**src/rtl/obc_da_bin_engine_pkg.sv**
```systemverilog
// Shared types and width helpers for the offset-binary DA bin engine.
package obc_pkg;

    typedef enum logic [1:0] {
        IDLE,
        RUN,
        DONE
    } state_e;

    // Fixed-point position of the coefficient binary point (Q10.21).
    localparam int unsigned FRAC_W = 21;

    // Accumulator width: coefficient + sample + adder-tree growth + OBC sign bit.
    function automatic int unsigned acc_width(input int unsigned n_pairs,
                                              input int unsigned data_w,
                                              input int unsigned coef_w);
        return coef_w + data_w + $clog2(n_pairs) + 1;
    endfunction

endpackage

```
**src/rtl/obc_da_bin_engine_if.sv**
```systemverilog
// Frame-in / result-out stream bundle of the DA bin engine.
interface obc_da_bin_engine_if
    import obc_pkg::*;
#(
    parameter int unsigned N_PAIRS = 8,
    parameter int unsigned DATA_W  = 16,
    parameter int unsigned ACC_W   = acc_width(N_PAIRS, DATA_W, 32)
);
    logic                        in_valid;
    logic                        in_ready;
    logic [2*N_PAIRS*DATA_W-1:0] in_data;
    logic                        out_valid;
    logic                        out_ready;
    logic [ACC_W-1:0]            out_data;

    // Upstream frame source and downstream result sink.
    modport master (
        output in_valid, in_data, out_ready,
        input  in_ready, out_valid, out_data
    );

    // The engine itself.
    modport slave (
        input  in_valid, in_data, out_ready,
        output in_ready, out_valid, out_data
    );
endinterface

```
**src/rtl/obc_da_bin_engine_pair_rom.sv**
```systemverilog
// One sample pair: 2-entry writable coefficient table, XOR select and
// conditional negate, producing the sign-extended partial term.
module obc_pair_rom #(
    parameter int unsigned COEF_W = 32,
    parameter int unsigned ACC_W  = 52
) (
    input  logic              clk,
    input  logic              rst_n,
    input  logic              we,
    input  logic              sel_addr,
    input  logic [COEF_W-1:0] wdata,
    input  logic              xa,
    input  logic              xb,
    output logic [ACC_W-1:0]  term
);
    logic [COEF_W-1:0] coef_q [2];
    logic [COEF_W-1:0] coef_d [2];
    logic              sel;
    logic [ACC_W-1:0]  mag;

    // Table write port.
    always_comb begin
        coef_d[0] = coef_q[0];
        coef_d[1] = coef_q[1];
        if (we) begin
            coef_d[sel_addr] = wdata;
        end
    end

    // Coefficient storage, cleared on reset.
    always_ff @(posedge clk or negedge rst_n) begin
        if (!rst_n) begin
            coef_q[0] <= '0;
            coef_q[1] <= '0;
        end else begin
            coef_q[0] <= coef_d[0];
            coef_q[1] <= coef_d[1];
        end
    end

    // Pick sum/difference coefficient, sign by the first sample bit.
    always_comb begin
        sel  = xa ^ xb;
        mag  = {{(ACC_W-COEF_W){coef_q[sel][COEF_W-1]}}, coef_q[sel]};
        term = xa ? mag : -mag;
    end

endmodule

```
**src/rtl/obc_da_bin_engine.sv**
```systemverilog
// Bit-serial offset-binary DA engine computing one DFT bin component
// from a runtime-loaded coefficient table and offset constant.
module obc_da_bin_engine
    import obc_pkg::*;
#(
    parameter int unsigned N_PAIRS = 8,
    parameter int unsigned DATA_W  = 16,
    parameter int unsigned COEF_W  = 32,
    parameter int unsigned ACC_W   = acc_width(N_PAIRS, DATA_W, COEF_W)
) (
    input  logic                     clk,
    input  logic                     rst_n,
    input  logic                     cfg_we,
    input  logic [$clog2(N_PAIRS):0] cfg_addr,
    input  logic [COEF_W-1:0]        cfg_data,
    input  logic                     cfg_off_we,
    input  logic [ACC_W-1:0]         cfg_off_data,
    output logic                     cfg_err,
    obc_da_bin_engine_if.slave       bus,
    output logic                     busy
);
    localparam int unsigned     PIDX_W = $clog2(N_PAIRS);
    localparam int unsigned     B_W    = $clog2(DATA_W);
    localparam logic [B_W-1:0]  B_MSB  = B_W'(DATA_W - 1);
    localparam int unsigned     X_W    = 2 * N_PAIRS * DATA_W;

    state_e           state_q, state_d;
    logic [X_W-1:0]   x_q, x_d;
    logic [B_W-1:0]   b_q, b_d;
    logic [ACC_W-1:0] acc_q, acc_d;
    logic [ACC_W-1:0] off_q, off_d;
    logic [ACC_W-1:0] out_data_q, out_data_d;
    logic             out_valid_q, out_valid_d;
    logic             in_ready_q, in_ready_d;
    logic             busy_q, busy_d;
    logic             cfg_err_q, cfg_err_d;
    logic             accept, cfg_ok, coef_wr;
    logic [ACC_W-1:0] psum;
    logic [ACC_W-1:0] term [N_PAIRS];

    assign accept  = in_ready_q && bus.in_valid;
    assign cfg_ok  = (state_q == IDLE) && !accept;
    assign coef_wr = cfg_we && cfg_ok;

    for (genvar p = 0; p < N_PAIRS; p++) begin : g_pair
        logic [DATA_W-1:0] xa;
        logic [DATA_W-1:0] xb;
        assign xa = x_q[2*p*DATA_W +: DATA_W];
        assign xb = x_q[(2*p+1)*DATA_W +: DATA_W];

        obc_pair_rom #(
            .COEF_W (COEF_W),
            .ACC_W  (ACC_W)
        ) u_rom (
            .clk      (clk),
            .rst_n    (rst_n),
            .we       (coef_wr && (cfg_addr[PIDX_W:1] == PIDX_W'(p))),
            .sel_addr (cfg_addr[0]),
            .wdata    (cfg_data),
            .xa       (xa[b_q]),
            .xb       (xb[b_q]),
            .term     (term[p])
        );
    end

    // Adder tree over all pair terms for the current bit plane.
    always_comb begin
        psum = '0;
        for (int unsigned p = 0; p < N_PAIRS; p++) begin
            psum = psum + term[p];
        end
    end

    // FSM and datapath next-state; the MSB plane carries negative weight.
    always_comb begin
        state_d     = state_q;
        x_d         = x_q;
        b_d         = b_q;
        acc_d       = acc_q;
        off_d       = off_q;
        out_data_d  = out_data_q;
        out_valid_d = out_valid_q;
        in_ready_d  = in_ready_q;
        busy_d      = busy_q;
        cfg_err_d   = (cfg_we || cfg_off_we) && !cfg_ok;

        if (cfg_off_we && cfg_ok) begin
            off_d = cfg_off_data;
        end

        unique case (state_q)
            IDLE: begin
                if (accept) begin
                    x_d        = bus.in_data;
                    acc_d      = '0;
                    b_d        = B_MSB;
                    state_d    = RUN;
                    in_ready_d = 1'b0;
                    busy_d     = 1'b1;
                end
            end
            RUN: begin
                acc_d = (acc_q << 1) + ((b_q == B_MSB) ? -psum : psum);
                b_d   = b_q - B_W'(1);
                if (b_q == '0) begin
                    state_d     = DONE;
                    out_data_d  = acc_d + off_q;
                    out_valid_d = 1'b1;
                end
            end
            DONE: begin
                if (bus.out_ready) begin
                    state_d     = IDLE;
                    out_valid_d = 1'b0;
                    in_ready_d  = 1'b1;
                    busy_d      = 1'b0;
                end
            end
            default: state_d = IDLE;
        endcase
    end

    // State and registered outputs.
    always_ff @(posedge clk or negedge rst_n) begin
        if (!rst_n) begin
            state_q     <= IDLE;
            x_q         <= '0;
            b_q         <= '0;
            acc_q       <= '0;
            off_q       <= '0;
            out_data_q  <= '0;
            out_valid_q <= 1'b0;
            in_ready_q  <= 1'b1;
            busy_q      <= 1'b0;
            cfg_err_q   <= 1'b0;
        end else begin
            state_q     <= state_d;
            x_q         <= x_d;
            b_q         <= b_d;
            acc_q       <= acc_d;
            off_q       <= off_d;
            out_data_q  <= out_data_d;
            out_valid_q <= out_valid_d;
            in_ready_q  <= in_ready_d;
            busy_q      <= busy_d;
            cfg_err_q   <= cfg_err_d;
        end
    end

    assign bus.in_ready  = in_ready_q;
    assign bus.out_valid = out_valid_q;
    assign bus.out_data  = out_data_q;
    assign busy          = busy_q;
    assign cfg_err       = cfg_err_q;

endmodule

```
**src/flat_wrapper.sv**
```systemverilog
// flat-port wrapper written by rule: the top's interface ports become plain ports
module obc_da_bin_engine_flat import obc_pkg::*;
#(
    parameter int unsigned N_PAIRS = 8,
    parameter int unsigned DATA_W  = 16,
    parameter int unsigned COEF_W  = 32,
    parameter int unsigned ACC_W   = acc_width(N_PAIRS, DATA_W, COEF_W)
)
  (clk, rst_n, cfg_we, cfg_addr, cfg_data, cfg_off_we, cfg_off_data, cfg_err, busy, bus_in_valid, bus_in_data, bus_out_ready, bus_in_ready, bus_out_valid, bus_out_data);
  obc_da_bin_engine_if #(.N_PAIRS(N_PAIRS), .DATA_W(DATA_W), .ACC_W(ACC_W)) bus_i ();
  input  logic clk;
  input  logic rst_n;
  input  logic cfg_we;
  input  logic [$clog2(N_PAIRS):0] cfg_addr;
  input  logic [COEF_W-1:0] cfg_data;
  input  logic cfg_off_we;
  input  logic [ACC_W-1:0] cfg_off_data;
  output logic cfg_err;
  output logic busy;
  input wire logic [$bits(bus_i.in_valid)-1:0] bus_in_valid;
  input wire logic [$bits(bus_i.in_data)-1:0] bus_in_data;
  input wire logic [$bits(bus_i.out_ready)-1:0] bus_out_ready;
  output wire logic [$bits(bus_i.in_ready)-1:0] bus_in_ready;
  output wire logic [$bits(bus_i.out_valid)-1:0] bus_out_valid;
  output wire logic [$bits(bus_i.out_data)-1:0] bus_out_data;
  assign bus_i.in_valid = bus_in_valid;
  assign bus_i.in_data = bus_in_data;
  assign bus_i.out_ready = bus_out_ready;
  assign bus_in_ready = bus_i.in_ready;
  assign bus_out_valid = bus_i.out_valid;
  assign bus_out_data = bus_i.out_data;
  obc_da_bin_engine #(.N_PAIRS(N_PAIRS), .DATA_W(DATA_W), .COEF_W(COEF_W), .ACC_W(ACC_W)) u_core (.clk(clk), .rst_n(rst_n), .cfg_we(cfg_we), .cfg_addr(cfg_addr), .cfg_data(cfg_data), .cfg_off_we(cfg_off_we), .cfg_off_data(cfg_off_data), .cfg_err(cfg_err), .bus(bus_i), .busy(busy));
endmodule
```
**config.mk**
```make
export PLATFORM = sky130hd
export DESIGN_NAME = obc_da_bin_engine_flat
export DESIGN_NICKNAME = d
export VERILOG_FILES = /design/src/rtl/obc_da_bin_engine_pkg.sv /design/src/rtl/obc_da_bin_engine_if.sv /design/src/rtl/obc_da_bin_engine_pair_rom.sv /design/src/rtl/obc_da_bin_engine.sv /design/src/flat_wrapper.sv
export SDC_FILE = /design/constraint.sdc
export NUM_CORES = 2
export LEC_CHECK = 0
export CAP_MARGIN = 0
export CORE_ASPECT_RATIO = 1.2
export CORE_MARGIN = 2
export CORE_UTILIZATION = 49
export DETAILED_ROUTE_END_ITERATION = 8
export PLACE_DENSITY = 0.68
export SETUP_SLACK_MARGIN = 0.2
export SLEW_MARGIN = 25
export SYNTH_ARGS = -nofsm -noshare
export SYNTH_HDL_FRONTEND = slang
export SYNTH_SLANG_ARGS = --single-unit
```
**constraint.sdc**
```tcl
create_clock -name clk -period 19.65 [get_ports clk]
set_clock_uncertainty 0.2 [all_clocks]
set_input_delay 1.965 -clock clk [delete_from_list [all_inputs] [get_ports clk]]
set_output_delay 1.965 -clock clk [all_outputs]
set_load 0.01 [all_outputs]
```
==> flow_metrics.py <==
metrics = {
    "outcome": {
        "status": "finished clean",
    },
    "detailed_routing": {
        "drt_wl_total_um": 252700,
        "drt_iter0_markers": 6569,
        "drc": 0,
        "wire_per_inst_um": 25.67,
        "detail-route-antenna-nets": 0,
        "dr.pass1.iters": 6,
        "viasPerCell": 6.286,
        "dr_total_vias": 61884,
    },
    "clock_tree": {
        "cts_tree": "done",
        "clockRootBuffer": "clkbuf_16",
        "cts_buffer_depth": 3,
        "htreeDepth": 3,
        "cts.sinks": 933,
        "clkSlewWorstSetupHoldPaths_ps": 60,
        "holdBufCountCts": 0,
        "numCtsBuffers": 102,
        "clock_latency_ps": 770,
        "postCtsSetupBuffers": 0,
        "cts_resized": 0,
    },
    "sta": {
        "finalWorstPathRequiredPeriod_ps": 16740,
        "setup_viol": 0,
        "hold_viol_final": 0,
        "setup_tns_ps": 0,
        "drv_slew": 0,
        "slew_headroom_pct": 24.02,
        "max_freq_mhz": 59.75,
        "worstMarginPinSlew_ps": 1131,
        "period_share_pct": 85.17,
        "rsz0062_at_grt": "no",
    },
    "synth": {
        "postSynthCellCount": 7633,
        "ys_types": 105,
        "syn_nets": 8454,
        "synth_area_leaders": "dfrtp_1 (33%), mux2_2 (9.4%), fa_1 (8.6%)",
        "synth-edff-count": 0,
        "ys_seq_elements": 933,
        "synth_flop_cell": "dfrtp_1",
        "synthArstFlopShare_pct": 100.0,
        "synth_area_mm2": 0.07105,
        "yosysWarningCount": 0,
        "synthTopCellsByCount": "nand2_1 (1,155), dfrtp_1 (932), a21oi_1 (625)",
        "seq_area_frac_synth_pct": 32.86,
        "avgSynthCellArea_um2": 9.309,
        "yosysMostFrequentCell": "nand2_1",
        "synth_top_area_share_pct": 32.82,
        "yosysTopAreaCell": "dfrtp_1",
    },
    "cells_and_area": {
        "multiInputGateArea_mm2": 0.04466,
        "drive_gt1_share_pct": 14.08,
        "nFillCells": 12828,
        "nNetsFinal": 8641,
        "syn_to_final_growth_pct": 13.36,
        "register_area_mm2": 0.02336,
    },
    "floorplanning": {
        "start_util_pct": 49.16,
        "coreArea_mm2": 0.1445,
        "dieWidth_um": 351.6,
        "dieArea_mm2": 0.1481,
        "io_pins": 406,
        "rows": 153,
        "die_h_um": 421.1,
    },
    "critical_path": {
        "rrSetupSlack_ps": 2910,
        "r2r-end": "u_core.bus.out_data[50]$_DFFE_PN0P_",
        "crit_slowest_cell": "mux4_2",
        "crit_path_max_incr_delay_ps": 880,
        "reg2reg_from": "u_core.b_q[0]$_DFFE_PN0P_",
        "cp_max_fo": 48,
        "cp.required_ps": 20050,
        "ff2ff_path_depth": 50,
        "worstSetupStartpointType": "flop",
        "crit_start": "u_core.b_q[0]$_DFFE_PN0P_",
        "cp_data_arrival_time_ps": 17140,
        "endpoint_kind": "flop",
        "worst-setup-path-type": "flop to flop",
    },
    "hold_path": {
        "hp-class": "flop to flop",
        "min_to": "u_core.x_q[39]$_DFFE_PN0P_",
        "whs_path_depth": 2,
        "min-delay-start": "u_core.x_q[39]$_DFFE_PN0P_",
    },
    "placement": {
        "io_buffers": 405,
        "gp_congestion": 1.101,
        "dp_hpwl_um": 186200,
    },
    "global_routing": {
        "grt-ovfl-total": 0,
        "grt_max_degree": 220,
        "grtUsageTotal_pct": 33.84,
        "grt_antenna_before_repair": 13,
        "grt_pass1_wl_um": 379900,
        "first_global_vias": 60288,
    },
    "job": {
        "maxCapViolations": 0,
    },
}
critical path, delay by kind of cell (launching register included):
kind / cells / cell delay [ps]
fa+ha+maj: 8 / 3420
mux: 3 / 1470
simple gates: 9 / 2520
compound gates: 24 / 5930
buf+inv: 4 / 1660
xor+xnor: 2 / 460
flops: 1 / 760
metrics by stage:
stage               hold WS [ps]  area (µm²)  instances  setup slack [ps]  utilization, %
global route               299.6       80530       9837              1922           55.72
detailed placement         258.4       76820       9651              3135           53.15
finish                     274.4       80550       9845              2914           55.73
floorplan                  237.3       71050       7633              4756               -
global placement           254.2       76800       9651              3274           53.14
CTS                        273.8       80460       9835              3014           55.67
logic make-up (layout without fill, tap and decap cells):
logic type | Yosys count | after routing | share of synthesized area, %
muxes | 967 | 967 | 16.48
adders and majority gates | 471 | 471 | 11.52
AOI/OAI and AO/OA | 1725 | 1725 | 15.33
xor gates and xnor gates | 339 | 339 | 4.284
and+or+nand+nor | 2368 | 2368 | 15.02
other | 0 | 8 | 0
DFF | 933 | 933 | 32.86
buffers and inverters | 830 | 1097 | 4.513
placed cells by master (no fill, tap or decap), types with 29 or more instances in the layout:
cell and n:
xnor2_1 184, mux2_2 596, a311o_1 37, o311ai_0 29
mux2i_1 266, xor2_1 149, nor4_1 60, dfrtp_1 928
o221ai_1 54, nand4_1 34, o31ai_1 40, a21oi_1 623
o22ai_1 95, or4_1 36, nand2_1 1153, clkbuf_16 102
o21ai_0 319, nor2_1 411, or3_1 77, nand2b_1 39
mux4_2 100, nand3_1 126, buf_4 111, o21bai_1 50
a311oi_1 50, a31oi_1 100, o21a_1 29, clkdlybuf4s50_1 391
inv_1 385, nor2b_1 38, fa_1 305, a21o_1 80
and2_1 39, nor3_1 202, ha_1 166
cell type report:
type / instances / share of cell area [%]
clock inverters: 56 / 1.005
multi-input cells: 5870 / 55.45
diodes: 8 / 0.02485
well taps: 1937 / 3.009
flip-flops and latches: 933 / 29.00
repair buffers: 524 / 6.188
inverters: 389 / 1.813
clock buffers: 128 / 3.514
metal layers:
metal	share of wire [%]	wire (µm)	GRT usage [%]
met1	38	97290	43.21
met2	46	116500	53.01
met3	8.3	20910	6.314
met4	7.1	18000	21.00
met5	0.014	36	0
registers in the layout (all words and copies together) (netlist names):
signal / flops
u_core.bus.out_data: 52
u_core.cfg_err: 1
u_core.off_q: 52
u_core.bus.in_ready: 1
u_core.g_pair.u_rom.coef_q: 512
u_core.x_q: 256
u_core.bus.out_valid: 1
u_core.b_q: 4
u_core.acc_q: 51
u_core.busy: 1
u_core.state_q: 2
worst max-delay path by stage:
stage	cells after the start	to	slack [ps]
after global placement	50	u_core.bus.out_data[51]$_DFFE_PN0P_	3270
after global routing	50	u_core.bus.out_data[50]$_DFFE_PN0P_	1920
after detailed placement	50	u_core.bus.out_data[50]$_DFFE_PN0P_	3130
after floorplan	64	u_core.bus.out_data[50]$_DFFE_PN0P_	4760
after CTS	50	u_core.bus.out_data[50]$_DFFE_PN0P_	3010
final	50	u_core.bus.out_data[50]$_DFFE_PN0P_	2910
Power is left out: the tool's default activity adds up to more than one toggle a clock period on the data nets, which glitch-free logic cannot reach.
